`config.mk`:
```
export PLATFORM = sky130hd
export DESIGN_NAME = avalon_readline
export DESIGN_NICKNAME = d
export VERILOG_FILES = /design/src/rtl/avalon_readline_pkg.sv /design/src/rtl/avalon_readline_watchdog.sv /design/src/rtl/avalon_readline.sv
export SDC_FILE = /design/constraint.sdc
export NUM_CORES = 1
export LEC_CHECK = 0
export ABC_CLOCK_PERIOD_IN_PS = 5800
export BUFFER_PORTS_ARGS = -buffer_cell sky130_fd_sc_hd__buf_2
export CAP_MARGIN = 20
export CORE_MARGIN = 2
export CORE_UTILIZATION = 44
export DETAILED_ROUTE_END_ITERATION = 10
export GPL_ROUTABILITY_DRIVEN = 1
export HOLD_SLACK_MARGIN = 0.02
export MAX_ROUTING_LAYER = met4
export PLACE_DENSITY = 0.66
export SLEW_MARGIN = 20
export SYNTH_ARGS = -nofsm -noshare
export SYNTH_HDL_FRONTEND = slang
export SYNTH_HIERARCHICAL = 1
export SYNTH_SLANG_ARGS = --single-unit
export TNS_END_PERCENT = 5
```
`constraint.sdc`:
```
create_clock -name clk -period 5.8 [get_ports clk]
set_input_delay 0.29 -clock clk [delete_from_list [all_inputs] [get_ports clk]]
set_output_delay 0.29 -clock clk [all_outputs]
set_load 0.01 [all_outputs]
```
`src/rtl/avalon_readline_pkg.sv`:
```
// Shared ao486 definitions for the readline responder: FSM state encodings,
// burst geometry, watchdog limit and the boolean constants.
package avalon_readline_pkg;

  localparam logic TRUE  = 1'b1;
  localparam logic FALSE = 1'b0;

  // Readline responder states (2-bit encoding)
  typedef enum logic [1:0] {
    READLINE_IDLE = 2'd0,
    READLINE_CMD  = 2'd1,
    READLINE_DATA = 2'd2,
    READLINE_DONE = 2'd3
  } readline_state_t;

  // Fixed Avalon burst: four 32-bit beats make one 16-byte line
  localparam logic [3:0] READLINE_BURST = 4'd4;

  // Idle DATA cycles tolerated before the watchdog forces completion
  localparam logic [7:0] READLINE_TIMEOUT_MAX = 8'd255;

  // Word value left in line slots that never received a beat
  localparam logic [31:0] READLINE_FILL_WORD = 32'hFFFF_FFFF;

  // Return the line with word slot idx replaced by word
  function automatic logic [127:0] readline_insert(input logic [127:0] line,
                                                   input logic [1:0]   idx,
                                                   input logic [31:0]  word);
    logic [127:0] r;
    r = line;
    r[{idx, 5'd0} +: 32] = word;
    return r;
  endfunction

endpackage

```
`src/rtl/avalon_readline_watchdog.sv`:
```
// Readline watchdog: counts consecutive DATA cycles without a beat and flags
// expiry on the cycle that would complete the allowed number of idle cycles.
// Only built when READLINE_TIMEOUT_EN is defined.
`ifdef READLINE_TIMEOUT_EN
module avalon_readline_watchdog
  import avalon_readline_pkg::*;
(
  input  logic clk,
  input  logic rst_n,
  input  logic active,
  input  logic beat,
  output logic expire
);

  logic [7:0] cnt_q;
  logic [7:0] cnt_d;

  // Idle-cycle counter: cleared outside DATA and on every beat, saturating
  always_comb begin
    cnt_d = cnt_q;
    if (!active || beat) begin
      cnt_d = 8'd0;
    end else if (cnt_q != READLINE_TIMEOUT_MAX) begin
      cnt_d = cnt_q + 8'd1;
    end
  end

  // The current idle cycle is the last one allowed when the count so far is MAX-1
  assign expire = active && !beat && (cnt_q == (READLINE_TIMEOUT_MAX - 8'd1));

  // Counter register
  always_ff @(posedge clk) begin
    if (!rst_n) begin
      cnt_q <= 8'd0;
    end else begin
      cnt_q <= cnt_d;
    end
  end

endmodule
`endif

```
`src/rtl/avalon_readline.sv`:
```
// Readline responder: takes a held readline request, issues one 4-beat
// Avalon-MM burst read of the aligned 16-byte line, assembles the beats and
// returns the line with a one-cycle done pulse.
// Optional feature macro: READLINE_TIMEOUT_EN adds a DATA-phase watchdog that
// fills missing words with all ones and raises the sticky readline_timeout.
module avalon_readline
  import avalon_readline_pkg::*;
(
  input  logic         clk,
  input  logic         rst_n,
  input  logic         readline_do,
  input  logic [31:0]  readline_address,
  output logic         readline_done,
  output logic [127:0] readline_line,
  output logic [29:0]  avm_address,
  output logic         avm_read,
  output logic [3:0]   avm_burstcount,
  input  logic         avm_waitrequest,
  input  logic [31:0]  avm_readdata,
  input  logic         avm_readdatavalid
`ifdef READLINE_TIMEOUT_EN
  ,
  output logic         readline_timeout
`endif
);

  readline_state_t state_q, state_d;
  logic [1:0]   beat_q, beat_d;
  logic [127:0] asm_q, asm_d;
  logic [127:0] line_q, line_d;
  logic         done_q, done_d;
  logic         read_q, read_d;
  logic [29:0]  addr_q, addr_d;
  logic         timeout_fire;

  // Byte offset within the line never reaches the memory port
  logic unused_addr_bits;
  assign unused_addr_bits = ^readline_address[3:0];

`ifdef READLINE_TIMEOUT_EN
  logic timeout_q, timeout_d;

  avalon_readline_watchdog u_watchdog (
    .clk    (clk),
    .rst_n  (rst_n),
    .active (state_q == READLINE_DATA),
    .beat   (avm_readdatavalid),
    .expire (timeout_fire)
  );
`else
  assign timeout_fire = FALSE;
`endif

  // Next-state, command, beat assembly and completion logic
  always_comb begin
    state_d = state_q;
    beat_d  = beat_q;
    asm_d   = asm_q;
    line_d  = line_q;
    done_d  = FALSE;
    read_d  = read_q;
    addr_d  = addr_q;
`ifdef READLINE_TIMEOUT_EN
    timeout_d = timeout_q;
`endif
    case (state_q)
      READLINE_IDLE: begin
        // The request level is only looked at here, so a do still high
        // during the done cycle cannot start a second read.
        if (readline_do) begin
          addr_d  = {readline_address[31:4], 2'b00};
          read_d  = TRUE;
          state_d = READLINE_CMD;
`ifdef READLINE_TIMEOUT_EN
          timeout_d = FALSE;
`endif
        end
      end
      READLINE_CMD: begin
        if (!avm_waitrequest) begin
          read_d  = FALSE;
          beat_d  = 2'd0;
          // Pre-fill so any slot the slave never delivers reads as all ones
          asm_d   = {4{READLINE_FILL_WORD}};
          state_d = READLINE_DATA;
        end
      end
      READLINE_DATA: begin
        if (avm_readdatavalid) begin
          asm_d  = readline_insert(asm_q, beat_q, avm_readdata);
          beat_d = beat_q + 2'd1;
          if (beat_q == 2'd3) begin
            // Publish the finished line together with the done pulse so the
            // visible line only changes on completion.
            line_d  = readline_insert(asm_q, beat_q, avm_readdata);
            done_d  = TRUE;
            state_d = READLINE_DONE;
          end
        end else if (timeout_fire) begin
          line_d  = asm_q;
          beat_d  = 2'd0;
          done_d  = TRUE;
          state_d = READLINE_DONE;
`ifdef READLINE_TIMEOUT_EN
          timeout_d = TRUE;
`endif
        end
      end
      READLINE_DONE: begin
        state_d = READLINE_IDLE;
      end
      default: begin
        state_d = READLINE_IDLE;
      end
    endcase
  end

  // State and output registers; reset also discards any partial line
  always_ff @(posedge clk) begin
    if (!rst_n) begin
      state_q <= READLINE_IDLE;
      beat_q  <= 2'd0;
      asm_q   <= 128'd0;
      line_q  <= 128'd0;
      done_q  <= FALSE;
      read_q  <= FALSE;
      addr_q  <= 30'd0;
`ifdef READLINE_TIMEOUT_EN
      timeout_q <= FALSE;
`endif
    end else begin
      state_q <= state_d;
      beat_q  <= beat_d;
      asm_q   <= asm_d;
      line_q  <= line_d;
      done_q  <= done_d;
      read_q  <= read_d;
      addr_q  <= addr_d;
`ifdef READLINE_TIMEOUT_EN
      timeout_q <= timeout_d;
`endif
    end
  end

  assign readline_done  = done_q;
  assign readline_line  = line_q;
  assign avm_read       = read_q;
  assign avm_address    = addr_q;
  assign avm_burstcount = READLINE_BURST;
`ifdef READLINE_TIMEOUT_EN
  assign readline_timeout = timeout_q;
`endif

endmodule

```
==> impl_metrics.json <==
{
  "vias_per_cell": 5.92,
  "fin_ws_ps": 2300,
  "max_cap_viol_count": 0,
  "grtUsageMet1_pct": 32.1,
  "cts-root-buf": "clkbuf_16",
  "drtIter0Drc": 938,
  "routedWlPerCell_um": 18.8,
  "synthesis.area_um2": 12100,
  "tightest_slew_ps": 1060,
  "drcViolationCount": 0,
  "final_common_cell": "dfxtp_1",
  "place_area_um2": 13000,
  "clock_path_buffers": 3,
  "max_freq_ghz": 0.286,
  "hold_viol": 0,
  "multi_input_area_um2": 5460,
  "crit_chain": "inv_1 -> ha_2 -> buf_4 -> nor4_4 -> buf_4 -> a221oi_1 -> nor2_1",
  "drive_above_1_share_pct": 19.1,
  "clk-insertion-delay-late_ps": 550,
  "h-tree-depth": 1,
  "gr-usage-all-layers_pct": 24.8,
  "grt_overflow": 0,
  "p_clk_share_pct": 32.7,
  "seq_area_frac_synth_pct": 48.1,
  "first_pass_iters": 5,
  "regArea_um2": 5810,
  "startpoint_type": "flop",
  "grt_pass1_vias": 10300,
  "gr-usage-met2_pct": 40.9,
  "cts_setup_buffers": 0,
  "antenna_found_initial": 0,
  "p_per_area_nw_per_um2": 409,
  "combPwrFrac_pct": 21.6,
  "clkTransAtPathRegs_ps": 60,
  "fin_crit_ps": 3500,
  "hpwl_mm": 21.2,
  "setup_viol": 0,
  "grt_use_met3_pct": 3.31,
  "ir_worst_vdd_uv": 235,
  "grt_max_degree": 124,
  "ioPinCount": 233,
  "setup_tns_ps": 0,
  "path_class": "flop to flop",
  "worstPathArrival_ps": 3980,
  "p_leak_nw": 6.27,
  "die_x_um": 170,
  "syn2layout_area_growth_pct": 18.2,
  "rsz0062_at_grt": "no",
  "ys_seq_elements": 290,
  "cp_common_cell": "buf_4",
  "fin_nets": 1650,
  "finalMaxSlewViolations": 0,
  "synth_cell_types": 43,
  "grt_pass1_wl_mm": 56.5,
  "synth.avg_cell_area_um2": 8.31,
  "layout_common_cells": "290 x dfxtp_1, 221 x buf_2, 194 x o21ai_0",
  "dieArea_um2": 28800,
  "pwr-share-seq_pct": 45.7,
  "worst_path_max_delay_cell": "nor4_4",
  "crit_fanout": 76,
  "tritoncts": "built",
  "cpPeakStageDelay_ps": 890,
  "swShare_pct": 31.3,
  "holdCritPathClass": "primary input to flop",
  "diodes": 0,
  "die_h_um": 170,
  "finalClockSkew_ps": 10.1,
  "ant_nets": 0,
  "end_kind": "flop",
  "num_vias": 11500,
  "numPortBuffers": 222,
  "cts_made_buffers": 31,
  "critPathRequiredTime_ps": 6280,
  "max_slew_margin_pct": 29.3,
  "wirelength_mm": 36.5,
  "synth_warnings": 6,
  "n_fill_cell": 2522,
  "design_area_um2": 14300,
  "row_count": 60,
  "gp_congestion": 0.776,
  "syn_inst": 1451,
  "place_inst": 1851,
  "status": "finished clean",
  "p_int_mw": 4.00,
  "final_cells": 1936,
  "start_util_pct": 44.8,
  "power.switching_mw": 1.83,
  "top_usage_layer": "met2",
  "pre_cts_ws_ps": 2310,
  "clock-sinks": 290,
  "finalCritPeriodShare_pct": 60.3,
  "core_area_um2": 27000
}
## power groups by stage
stage               logic (mW)  registers, mW  clock network [mW]
finish                    1.26           2.66                1.91
global route              1.42           2.71                2.02
CTS                       1.26           2.66                1.95
detailed placement        1.24           2.69                   0
global placement          1.20           2.67                   0
floorplan                0.926           2.66                   0
## stage by stage
step | total power, mW | utilization, % | hold slack (ps)
2_1_floorplan | 3.59 | - | 435
3_3_place_gp | 3.87 | 48.1 | 442
3_5_place_dp | 3.94 | 48.1 | 448
4_1_cts | 5.87 | 52.7 | 22.7
5_1_grt | 6.16 | 52.9 | 36.6
6_report | 5.83 | 52.9 | 41.7
## synthesized netlist by cell type
cell	number	area share (%)
o22ai_1	62	3.2
inv_1	9	0.28
and2_1	4	0.21
a31o_1	1	0.073
nor2_1	131	4.1
nand2b_1	1	0.052
and3_1	1	0.052
a221oi_1	124	9.0
o21ai_0	194	8.0
a211oi_1	1	0.062
nand3b_2	1	0.093
conb_1	2	0.062
o2bb2ai_1	1	0.073
clkbuf_1	130	4.0
nor3_4	1	0.13
dfxtp_1	290	48
a222oi_1	1	0.083
buf_1	1	0.031
buf_6	6	0.56
nand3b_1	2	0.12
buf_4	14	0.87
o211ai_1	2	0.12
o31ai_1	1	0.062
o21a_1	1	0.062
a21oi_1	192	8.0
mux2i_1	1	0.083
o32ai_1	1	0.073
nor2_2	1	0.052
nand2b_2	1	0.073
o211a_1	1	0.083
nand2_1	128	4.0
inv_2	2	0.062
nor4b_1	1	0.073
ha_1	10	1.0
a21boi_0	29	1.8
o21ba_2	1	0.083
nor2b_1	33	1.7
buf_2	31	1.3
a31oi_1	32	1.7
o221a_2	1	0.093
or4_1	1	0.062
nor4_4	1	0.18
nand3_1	3	0.12
## routing by layer
| layer | part of all wire [%] | vias up |
|---|---|---|
| met3 | 6.1 | 68 |
| met1 | 45 | 5501 |
| met4 | 2.7 | 0 |
| li1 | - | 5476 |
| met2 | 46 | 424 |
| met5 | 0 | - |
## registers in the layout, indices dropped and copies added, names as in the netlist
name and cells:
beat_q 2, state_q 2, avm_read 1, readline_done 1, asm_q 128, avm_address 28
readline_line 128
## critical path, delay by kind of cell (launching register included)
family / cells / cell delay, ps
AO/OA/AOI/OAI: 1 / 200
adder cells (fa/ha/maj): 1 / 240
buffers and inverters: 3 / 1210
flip-flops: 1 / 610
AND/OR/NAND/NOR: 2 / 1050
## final cells by class
type	count	share of cell area, %
Timing Repair Buffer	265	10.8
Multi-Input combinational cell	972	38.3
Inverter	11	0.298
Tap cell	341	2.99
Clock inverter	11	0.605
Sequential cell	290	40.7
Clock buffer	46	6.26
## worst paths after layout
check	startpoint	to	slack [ps]	cells after the start
setup / recovery	beat_q[0]	readline_line[95]	2300	7
hold / removal	readline_address[11]	avm_address[9]	40	3
setup reg to reg	beat_q[0]	readline_line[95]	2300	7
hold reg to reg	asm_q[59]	asm_q[59]	460	2
## timing repair
item | 4_1_cts | 5_1_grt
hold buffers | 26 | 0
resized for setup | 0 | 0
endpoints found under the hold margin | 26 | 0
setup endpoints to repair | 0 | 0
## cell families (layout without fill, tap and decap cells)
| family | count (synthesis) | in the layout | synth area share (%) |
|---|---|---|---|
| adders and majority gates | 10 | 10 | 1.04 |
| buffers and inverters | 193 | 333 | 7.14 |
| muxes | 1 | 1 | 0.0830 |
| DFF | 290 | 290 | 48.1 |
| AOI/OAI and AO/OA | 645 | 645 | 32.6 |
| other | 2 | 6 | 0.0623 |
| and+or+nand+nor | 310 | 310 | 11.0 |
(Power assumes the default switching activity.)
